[src/rtl/systolic_feeder.sv]
// ============================================================================
// systolic_feeder
// ----------------------------------------------------------------------------
// Drive-side sequencer for a 2x2 output-stationary systolic matrix array.
//
// One operand pair (A: 2xK, B: Kx2, signed DATA_W elements) is accepted per
// transaction over a valid/ready handshake. The block then:
//   1. FEED  : emits skewed row/column streams plus per-PE load strobes,
//   2. DRAIN : waits RESULT_LAT cycles for the array pipeline to settle,
//   3. DONE  : presents the captured {c11,c12,c21,c22} on a valid/ready port.
// Only one transaction is ever in flight; in_ready is low from accept until
// the cycle after the result handshake.
//
// Ports
//   clk                     rising-edge clock
//   reset                   synchronous, active-high
//   in_valid / in_ready     operand handshake
//   in_a                    A row-major,    A[i][k] at [(i*K+k)*DATA_W +: DATA_W]
//   in_b                    B column-major, B[k][j] at [(j*K+k)*DATA_W +: DATA_W]
//   a1X, a2X                row streams into array rows 1 and 2
//   bX1, bX2                column streams into array columns 1 and 2
//   push11                  load strobe for PE(1,1)
//   pushedge                load strobe for PE(1,2) and PE(2,1)
//   push22                  load strobe for PE(2,2)
//   c11, c12, c21, c22      accumulator outputs from the array
//   out_valid / out_ready   result handshake
//   out_c                   {c11,c12,c21,c22}, c11 in the MSBs
//
// Stream schedule during FEED (cnt = 0 .. max(K,2)):
//   a1X = A[0][cnt],   bX1 = B[cnt][0]     for cnt <  K, else 0
//   a2X = A[1][cnt-1], bX2 = B[cnt-1][1]   for 1 <= cnt <= K, else 0
//   push11 at cnt=0, pushedge at cnt=1, push22 at cnt=2
// Every stream/strobe is a register whose value for feed cycle cnt is
// computed from the next-state values, so it is valid during that cycle.
// Outside FEED all streams are 0, which leaves the array accumulators
// unchanged.
// ============================================================================
module systolic_feeder #(
    parameter int DATA_W     = 8,
    parameter int ACC_W      = 32,
    parameter int K          = 2,
    parameter int RESULT_LAT = 1
) (
    input  logic                     clk,
    input  logic                     reset,

    input  logic                     in_valid,
    output logic                     in_ready,
    input  logic [2*K*DATA_W-1:0]    in_a,
    input  logic [2*K*DATA_W-1:0]    in_b,

    output logic [DATA_W-1:0]        a1X,
    output logic [DATA_W-1:0]        a2X,
    output logic [DATA_W-1:0]        bX1,
    output logic [DATA_W-1:0]        bX2,
    output logic                     push11,
    output logic                     pushedge,
    output logic                     push22,

    input  logic [ACC_W-1:0]         c11,
    input  logic [ACC_W-1:0]         c12,
    input  logic [ACC_W-1:0]         c21,
    input  logic [ACC_W-1:0]         c22,

    output logic                     out_valid,
    input  logic                     out_ready,
    output logic [4*ACC_W-1:0]       out_c
);

    // ------------------------------------------------------------------------
    // Derived constants
    // ------------------------------------------------------------------------
    // FEED always runs to at least cnt=2 so that push22 fires even for K=1
    // (PE(2,2) receives its data through the array's internal skew registers).
    localparam int FEED_LAST  = (K < 2) ? 2 : K;
    localparam int DRAIN_LAST = (RESULT_LAT > 1) ? RESULT_LAT - 1 : 0;
    localparam int CNT_MAX    = (FEED_LAST > DRAIN_LAST) ? FEED_LAST : DRAIN_LAST;
    localparam int CNT_W      = $clog2(CNT_MAX + 1);
    // Lookup tables are sized to the full counter range so a counter-indexed
    // read never needs a width adaptation; unused entries read as 0.
    localparam int CNT_DEPTH  = 1 << CNT_W;
    localparam int OP_W       = 2 * K * DATA_W;

    localparam logic [CNT_W-1:0] FEED_LAST_C  = CNT_W'(FEED_LAST);
    localparam logic [CNT_W-1:0] DRAIN_LAST_C = CNT_W'(DRAIN_LAST);
    localparam logic [CNT_W-1:0] CNT_ONE      = CNT_W'(1);
    localparam logic [CNT_W-1:0] CNT_TWO      = CNT_W'(2);

    typedef enum logic [1:0] {
        ST_IDLE  = 2'd0,
        ST_FEED  = 2'd1,
        ST_DRAIN = 2'd2,
        ST_DONE  = 2'd3
    } state_t;

    // ------------------------------------------------------------------------
    // State and datapath registers
    // ------------------------------------------------------------------------
    state_t                 state_reg,     state_next;
    logic [CNT_W-1:0]       cnt_reg,       cnt_next;
    logic [OP_W-1:0]        op_a_reg,      op_a_next;
    logic [OP_W-1:0]        op_b_reg,      op_b_next;
    logic [DATA_W-1:0]      a1x_reg,       a1x_next;
    logic [DATA_W-1:0]      a2x_reg,       a2x_next;
    logic [DATA_W-1:0]      bx1_reg,       bx1_next;
    logic [DATA_W-1:0]      bx2_reg,       bx2_next;
    logic                   push11_reg,    push11_next;
    logic                   pushedge_reg,  pushedge_next;
    logic                   push22_reg,    push22_next;
    logic                   out_valid_reg, out_valid_next;
    logic [4*ACC_W-1:0]     out_c_reg,     out_c_next;

    logic                   accept;
    logic                   capture;
    logic                   feeding_next;

    // ------------------------------------------------------------------------
    // Operand source
    // ------------------------------------------------------------------------
    // The first feed cycle is computed on the accept edge itself, before the
    // operand registers hold the new pair, so while IDLE the tables are read
    // straight from the input bus. The only way out of IDLE is an accept,
    // hence the IDLE-time value is used exactly when it is the right one.
    logic [OP_W-1:0]        src_a;
    logic [OP_W-1:0]        src_b;

    assign src_a = (state_reg == ST_IDLE) ? in_a : op_a_reg;
    assign src_b = (state_reg == ST_IDLE) ? in_b : op_b_reg;

    // ------------------------------------------------------------------------
    // Per-feed-cycle lookup tables
    // ------------------------------------------------------------------------
    // row1_tab[c] = A[0][c]      col1_tab[c] = B[c][0]      (c < K)
    // row2_tab[c] = A[1][c-1]    col2_tab[c] = B[c-1][1]    (1 <= c <= K)
    // The one-cycle offset of row 2 / column 2 is the array skew.
    logic [DATA_W-1:0]      row1_tab [CNT_DEPTH];
    logic [DATA_W-1:0]      row2_tab [CNT_DEPTH];
    logic [DATA_W-1:0]      col1_tab [CNT_DEPTH];
    logic [DATA_W-1:0]      col2_tab [CNT_DEPTH];

    genvar gi;
    generate
        for (gi = 0; gi < CNT_DEPTH; gi++) begin : g_tab
            if (gi < K) begin : g_first
                assign row1_tab[gi] = src_a[gi*DATA_W +: DATA_W];
                assign col1_tab[gi] = src_b[gi*DATA_W +: DATA_W];
            end else begin : g_first_zero
                assign row1_tab[gi] = '0;
                assign col1_tab[gi] = '0;
            end

            if ((gi >= 1) && (gi <= K)) begin : g_second
                assign row2_tab[gi] = src_a[(K+gi-1)*DATA_W +: DATA_W];
                assign col2_tab[gi] = src_b[(K+gi-1)*DATA_W +: DATA_W];
            end else begin : g_second_zero
                assign row2_tab[gi] = '0;
                assign col2_tab[gi] = '0;
            end
        end
    endgenerate

    // ------------------------------------------------------------------------
    // Next-state and next-output logic
    // ------------------------------------------------------------------------
    always_comb begin
        state_next     = state_reg;
        cnt_next       = cnt_reg;
        op_a_next      = op_a_reg;
        op_b_next      = op_b_reg;
        out_valid_next = out_valid_reg;
        out_c_next     = out_c_reg;
        accept         = 1'b0;
        capture        = 1'b0;

        case (state_reg)
            ST_IDLE: begin
                if (in_valid) begin
                    accept     = 1'b1;
                    state_next = ST_FEED;
                    cnt_next   = '0;
                    op_a_next  = in_a;
                    op_b_next  = in_b;
                end
            end

            ST_FEED: begin
                if (cnt_reg == FEED_LAST_C) begin
                    state_next = ST_DRAIN;
                    cnt_next   = '0;
                end else begin
                    cnt_next   = cnt_reg + CNT_ONE;
                end
            end

            ST_DRAIN: begin
                if (cnt_reg == DRAIN_LAST_C) begin
                    capture        = 1'b1;
                    state_next     = ST_DONE;
                    cnt_next       = '0;
                    out_valid_next = 1'b1;
                    out_c_next     = {c11, c12, c21, c22};
                end else begin
                    cnt_next       = cnt_reg + CNT_ONE;
                end
            end

            ST_DONE: begin
                // out_c_reg is left untouched here, so the result is stable
                // for as long as the consumer stalls.
                if (out_ready) begin
                    state_next     = ST_IDLE;
                    out_valid_next = 1'b0;
                end
            end

            default: begin
                state_next     = ST_IDLE;
                cnt_next       = '0;
                out_valid_next = 1'b0;
            end
        endcase

        // Streams and strobes are registered from the next-state values so
        // that the value belonging to feed cycle cnt appears during cnt.
        feeding_next  = (state_next == ST_FEED);
        a1x_next      = feeding_next ? row1_tab[cnt_next] : '0;
        bx1_next      = feeding_next ? col1_tab[cnt_next] : '0;
        a2x_next      = feeding_next ? row2_tab[cnt_next] : '0;
        bx2_next      = feeding_next ? col2_tab[cnt_next] : '0;
        push11_next   = feeding_next && (cnt_next == '0);
        pushedge_next = feeding_next && (cnt_next == CNT_ONE);
        push22_next   = feeding_next && (cnt_next == CNT_TWO);
    end

    // ------------------------------------------------------------------------
    // Registers
    // ------------------------------------------------------------------------
    always_ff @(posedge clk) begin
        if (reset) begin
            state_reg     <= ST_IDLE;
            cnt_reg       <= '0;
            op_a_reg      <= '0;
            op_b_reg      <= '0;
            a1x_reg       <= '0;
            a2x_reg       <= '0;
            bx1_reg       <= '0;
            bx2_reg       <= '0;
            push11_reg    <= 1'b0;
            pushedge_reg  <= 1'b0;
            push22_reg    <= 1'b0;
            out_valid_reg <= 1'b0;
            out_c_reg     <= '0;
        end else begin
            state_reg     <= state_next;
            cnt_reg       <= cnt_next;
            op_a_reg      <= op_a_next;
            op_b_reg      <= op_b_next;
            a1x_reg       <= a1x_next;
            a2x_reg       <= a2x_next;
            bx1_reg       <= bx1_next;
            bx2_reg       <= bx2_next;
            push11_reg    <= push11_next;
            pushedge_reg  <= pushedge_next;
            push22_reg    <= push22_next;
            out_valid_reg <= out_valid_next;
            out_c_reg     <= out_c_next;
        end
    end

    // ------------------------------------------------------------------------
    // Outputs
    // ------------------------------------------------------------------------
    // in_ready is a decode of the state register, so it is glitch-free and
    // rises the cycle after the result handshake returns the FSM to IDLE.
    assign in_ready  = (state_reg == ST_IDLE);
    assign a1X       = a1x_reg;
    assign a2X       = a2x_reg;
    assign bX1       = bx1_reg;
    assign bX2       = bx2_reg;
    assign push11    = push11_reg;
    assign pushedge  = pushedge_reg;
    assign push22    = push22_reg;
    assign out_valid = out_valid_reg;
    assign out_c     = out_c_reg;

    // accept/capture are kept as named decodes for debug visibility.
    logic unused_decodes;
    assign unused_decodes = accept ^ capture;

endmodule
[config.mk]
export PLATFORM = sky130hd
export DESIGN_NAME = systolic_feeder
export DESIGN_NICKNAME = d
export VERILOG_FILES = /design/src/rtl/systolic_feeder.sv
export SDC_FILE = /design/constraint.sdc
export NUM_CORES = 1
export LEC_CHECK = 0
export ABC_AREA = 1
export CAP_MARGIN = 30
export CORE_ASPECT_RATIO = 0.7
export CORE_MARGIN = 2
export CORE_UTILIZATION = 40
export CTS_BUF_LIST = sky130_fd_sc_hd__clkbuf_16
export DETAILED_ROUTE_END_ITERATION = 7
export GPL_ROUTABILITY_DRIVEN = 0
export PLACE_DENSITY = 0.77
export SLEW_MARGIN = 20
export SYNTH_ARGS = -nofsm -noshare
export SYNTH_HDL_FRONTEND = slang
export SYNTH_SLANG_ARGS = --single-unit
[constraint.sdc]
create_clock -name clk -period 1.59 [get_ports clk]
set_clock_uncertainty 0.05 [all_clocks]
set_input_delay 0.318 -clock clk [delete_from_list [all_inputs] [get_ports clk]]
set_output_delay 0.318 -clock clk [all_outputs]
set_load 0.01 [all_outputs]
Word-level counts from Yosys, hierarchy flattened

Cells that the tools add are included.
Widths: inputs -> output; s select.

$add $sub $neg: 1
Order comparisons: 1
Equality and inequality tests: 9
Muxes and demuxes: 26
Bitwise operators: 2
Reductions and logical operators: 11

Operators by type and width:

| kind                | count |
|---|---|
| $bmux 8 s2          | 4 |
| $mux 32             | 2 |
| $mux 8              | 8 |
| $mux 2              | 7 |
| $eq 2x2->1 const B  | 4 |
| $pmux 2 s4          | 1 |
| $eq 2x1->1 const B  | 3 |
| $logic_not 2->1     | 3 |
| $pmux 2 s3          | 1 |
| $ne 2x2->1 const B  | 2 |
| $reduce_and 2->1    | 2 |
| $ge 3x3->1 const B  | 1 |
| $logic_and 1x1->1   | 3 |
| $not 2->3           | 1 |
| $reduce_and 3->1    | 1 |
| $add 2x1->2 const B | 1 |
| $mux 1              | 2 |
| $pmux 1 s2          | 1 |
| $reduce_bool 2->1   | 1 |
| $reduce_or 2->1     | 1 |
| $not 1->1           | 1 |

Register bits: 232
Input port bits: 196
Output and inout bits: 165
Word-level logic and storage cells: 63

Depth between registers and ports, before layout

Word-level depth: 7
Gate-level depth with buffers: 11
Depth with buffers taken out: 10

Least setup slack after synthesis

Ideal clock, no wire load.

Path kind: register to register
From: reg cnt_reg[0]
To: reg a2x_reg[0], in the netlist a2X[0]
Setup time: 113 ps
Data arrival time: 1363 ps
Data required time: 1427 ps
Setup slack: 64 ps
Stages on the path, launching flop included: 12
Buffers on the path: 1
Period minus slack after synthesis: 1526 ps
Path through: dfxtp_1 -> inv_1 -> ha_1 -> nand3_1 -> nand2_1 -> inv_1 -> nand2_2 -> inv_2 -> buf_6 -> nor2_1 -> nand2_1 -> nand2_1

Word-level cells in the longest chain between the ends: 7
Elaborated cells on any way between the ends: 17
Those cells by class: 1 x add/sub; 2 x eq/ne; 10 x mux; 2 x bitwise; 2 x reduce/logical

Ends and longest elaborated chain:

| what                                       | line     | source |
|---|---|---|
| start: declaration                         | 100      | `logic [CNT_W-1:0] cnt_reg, cnt_next;` |
| start signal: assignment                   | 255      | `cnt_reg <= cnt_next;` |
| $add 2x1->2 (tied with other cells)        | 191, 203 |  |
| $mux 2 (on tied branches)                  | 196, 187 |  |
| $pmux 2 s3                                 | 175      | `case (state_reg)` |
| $not 2->3 (not written as such)            | 228      | `a2x_next = feeding_next ? row2_tab[cnt_next] : '0;` |
| $bmux 8 s2                                 | 228      |  |
| $mux 8 (not written as such) (2 in series) | 228      |  |
| end signal: assignment                     | 259      | `a2x_reg <= a2x_next;` |
| end: declaration                           | 104      | `logic [DATA_W-1:0] a2x_reg, a2x_next;` |

Parallel ways exist; a longest one is shown, timed or not. The select of a mux whose other input is x is not followed.
A chain may end at the register's enable or synchronous reset.

Worst setup path after layout

From: reg cnt_reg[1]
To: reg bx2_reg[3], in the netlist bX2[3]

Word-level cells in the longest chain between the ends: 7
Elaborated cells on any way between the ends: 17
Those cells by class: 1 x add/sub; 2 x eq/ne; 10 x mux; 2 x bitwise; 2 x reduce/logical

Ends and longest elaborated chain:

| what                                       | line     | source |
|---|---|---|
| $add 2x1->2 (tied with other cells)        | 191, 203 |  |
| $mux 2 (on tied branches)                  | 196, 187 |  |
| $pmux 2 s3                                 | 175      |  |
| $not 2->3 (not written as such)            | 229      | `bx2_next = feeding_next ? col2_tab[cnt_next] : '0;` |
| $bmux 8 s2                                 | 229      |  |
| $mux 8 (not written as such) (2 in series) | 229      |  |
| end signal: assignment                     | 261      | `bx2_reg <= bx2_next;` |
| end: declaration                           | 106      | `logic [DATA_W-1:0] bx2_reg, bx2_next;` |

Parallel ways exist; a longest one is shown, timed or not. The select of a mux whose other input is x is not followed.

==> flow_summary.ini <==
[outcome]
status = complete, but fails checks
violations = negative setup slack

[finish]
fin_cells = 1988
final_cell_mix = o21ai_0, dfxtp_1, clkdlybuf4s50_1
final_common_cell = o21ai_0
fin_area_um2 = 14700
num-fill-cells = 2065
nNetsFinal = 1853
antenna_cells = 0
final_util_pct = 62.5
largest_reg_flops = 128
area_growth_pct = 55.0
drive_gt1_share_pct = 8.92

[worst_hold_path]
hp-class = primary input to flip-flop
min_path_cells = 3
worstHoldStart = c21[11]

[timing]
fmax_ghz = 0.626
report.final.slew_viol_count = 0
final.min_clock_period_ps = 1600
report.final.setup_viol = 2
hold_viol_final = 0
grt_setup_unrepaired = yes
slew_headroom_pct = 77.5
finalCritPeriodShare_pct = 100
tightest_slew_ps = 337
setup_ws_ps = -6.42

[logic_synthesis]
synthArstFlopShare_pct = 0
synth_top_family_by_area = compound AO/OA/AOI/OAI gates
syn_inst = 1297
synth_adder_area_share_pct = 0.661
ys_warn_count = 0
seq_area_frac_synth_pct = 49.1
synth-edff-count = 0
synth_cell_type_count = 24
ys.flop_type = dfxtp_1
synth_fp_nets = 1498
synth.area.top_cells = dfxtp_1, o21ai_0, a21oi_1
synth-simple-area-share_pct = 17.3
synthXorXnorAreaFrac_pct = 0
synth_top_area_share_pct = 49.1
syn_avg_cell_area_um2 = 7.30
synth_compound_area_share_pct = 21.6
synth_top_area_cell = dfxtp_1
synth_seq_cells = 232
synthMuxAreaShare_pct = 0
syn_area_um2 = 9470

[global_route]
grt_overflow = 0
grt.total_usage_pct = 23.3
antenna_found_initial = 0
grt_max_degree = 100
grt_pass1_wl_um = 47100
grt_pass1_vias = 8634

[route]
dr.pass1.iters = 5
dr.max_layer_used = met4
viasPerCell = 4.87
routed-wl-met3_um = 2820
via_count = 9678
dr_wl_met2_um = 14400
first_iter_violations = 695
drt_wl_total_um = 31400
routedWlPerCell_um = 15.8
met1_length_um = 13400
drc = 0
ant_nets = 0

[setup_path]
crit_required_ps = 2010
cp_slowest_stage_delay_ps = 360
cp_slowest_cell = dfxtp_2
crit_chain = inv_2 > ha_4 > nand3_1 > nand2_1 > inv_1 > nand2_4 > inv_4 > buf_12 > nor2_1 > nand2_1 > nand2_1
rr_worst_depth = 11
r2r-start = cnt_reg[1]
critical_path.max_fanout = 14
worst_path_most_repeated_cell = nand2_1
crit_start = cnt_reg[1]
endpoint_kind = flip-flop
start_kind = flip-flop
crit_type = flip-flop to flip-flop
crit_family = simple AND/OR/NAND/NOR gates
worst-path-buf-inv = 4
path_depth = 11
arrival_ps = 2020

[floorplan]
initial_core_util_pct = 40.3
fp.dieArea_um2 = 24900
die_x_um = 188
die_height_um = 133
core-area_um2 = 23500
rows = 47
io_pins = 361

[pwr]
power.density_nw_per_um2 = 959
p_leak_nw = 6.57
ir_drop_uv = 702
power.total_mw = 14.1

[placement]
port-buffer-count = 360
postPlaceCellArea_um2 = 13600
post-place-cells = 1927
dp_hpwl_um = 21700
pre_cts_slack_ps = -168

[clock_tree]
clk_pin_slew_ps = 60
cts_tree = done
clockBufferDepth = 3
clk_latency_ps = 530
cts_htree_levels = 1
clock_sinks = 232
cts_made_buffers = 25
root_buffer = clkbuf_16

[flow_run]
drv_cap = 0
path summary, 6_finish.rpt:
kind,end,slack (ps)
setup reg to reg,bX2[3],-6
hold reg to reg,out_c[9],390
hold / removal,out_c[43],350
setup / recovery,bX2[3],-6
where the power goes:
part           internal (mW)  switching (mW)  total (mW)
clock                   3.52            2.44        5.96
combinational           1.02           0.971        1.99
sequential              6.03          0.0937        6.12
cell families after synthesis:
group,count (synthesis)
AOI/OAI and AO/OA,406
adders and majority gates,5
and+or+nand+nor,397
buffers and inverters,257
DFF,232
metrics by stage:
stage | TNS (ps) | hold slack, ps
final | -8.96 | 352
after CTS | -205 | 342
after detailed placement | -10580 | 384
after global placement | -9450 | 380
after global routing | -1570 | 358
after floorplan | 0 | 337
Yosys cell counts (5+ instances only):
master / count
ha_1: 5
buf_4: 7
nand2_1: 197
buf_2: 22
nor2_1: 131
inv_1: 154
buf_6: 7
nand3_1: 55
inv_2: 5
dfxtp_1: 232
a21oi_1: 148
clkbuf_1: 59
o21ai_0: 255
worst reg2reg max path, stage by stage, from the launching register on:
cell	delay, ps
dfxtp_2	360
inv_2	70
ha_4	260
nand3_1	100
nand2_1	100
inv_1	70
nand2_4	90
inv_4	60
buf_12	140
nor2_1	120
nand2_1	70
nand2_1	60
area by class of cell:
type                            count  area [µm²]  share of cell area, %
Sequential cell                   232        4650                   31.7
Timing Repair Buffer              426        4320                   29.5
Multi-Input combinational cell    808        3850                   26.3
Clock buffer                       25         626                   4.26
Inverter                          159         609                   4.15
Tap cell                          318         398                   2.71
Clock inverter                     20         206                   1.41
layer usage:
metal / up-vias / track usage (%)
met4: 0 / 5.86
met1: 4364 / 31.1
li1: 4854 / -
met5: - / 0
met3: 69 / 7.06
met2: 391 / 37.1
timing repair:
action,4_1_cts,5_1_grt
buffers inserted,2,7
hold buffers,0,0
gates resized for setup,173,79
cloned,0,7
endpoints found under the setup margin,219,133
pin swaps,0,4
Note: power is estimated with default switching activity, not from simulation.
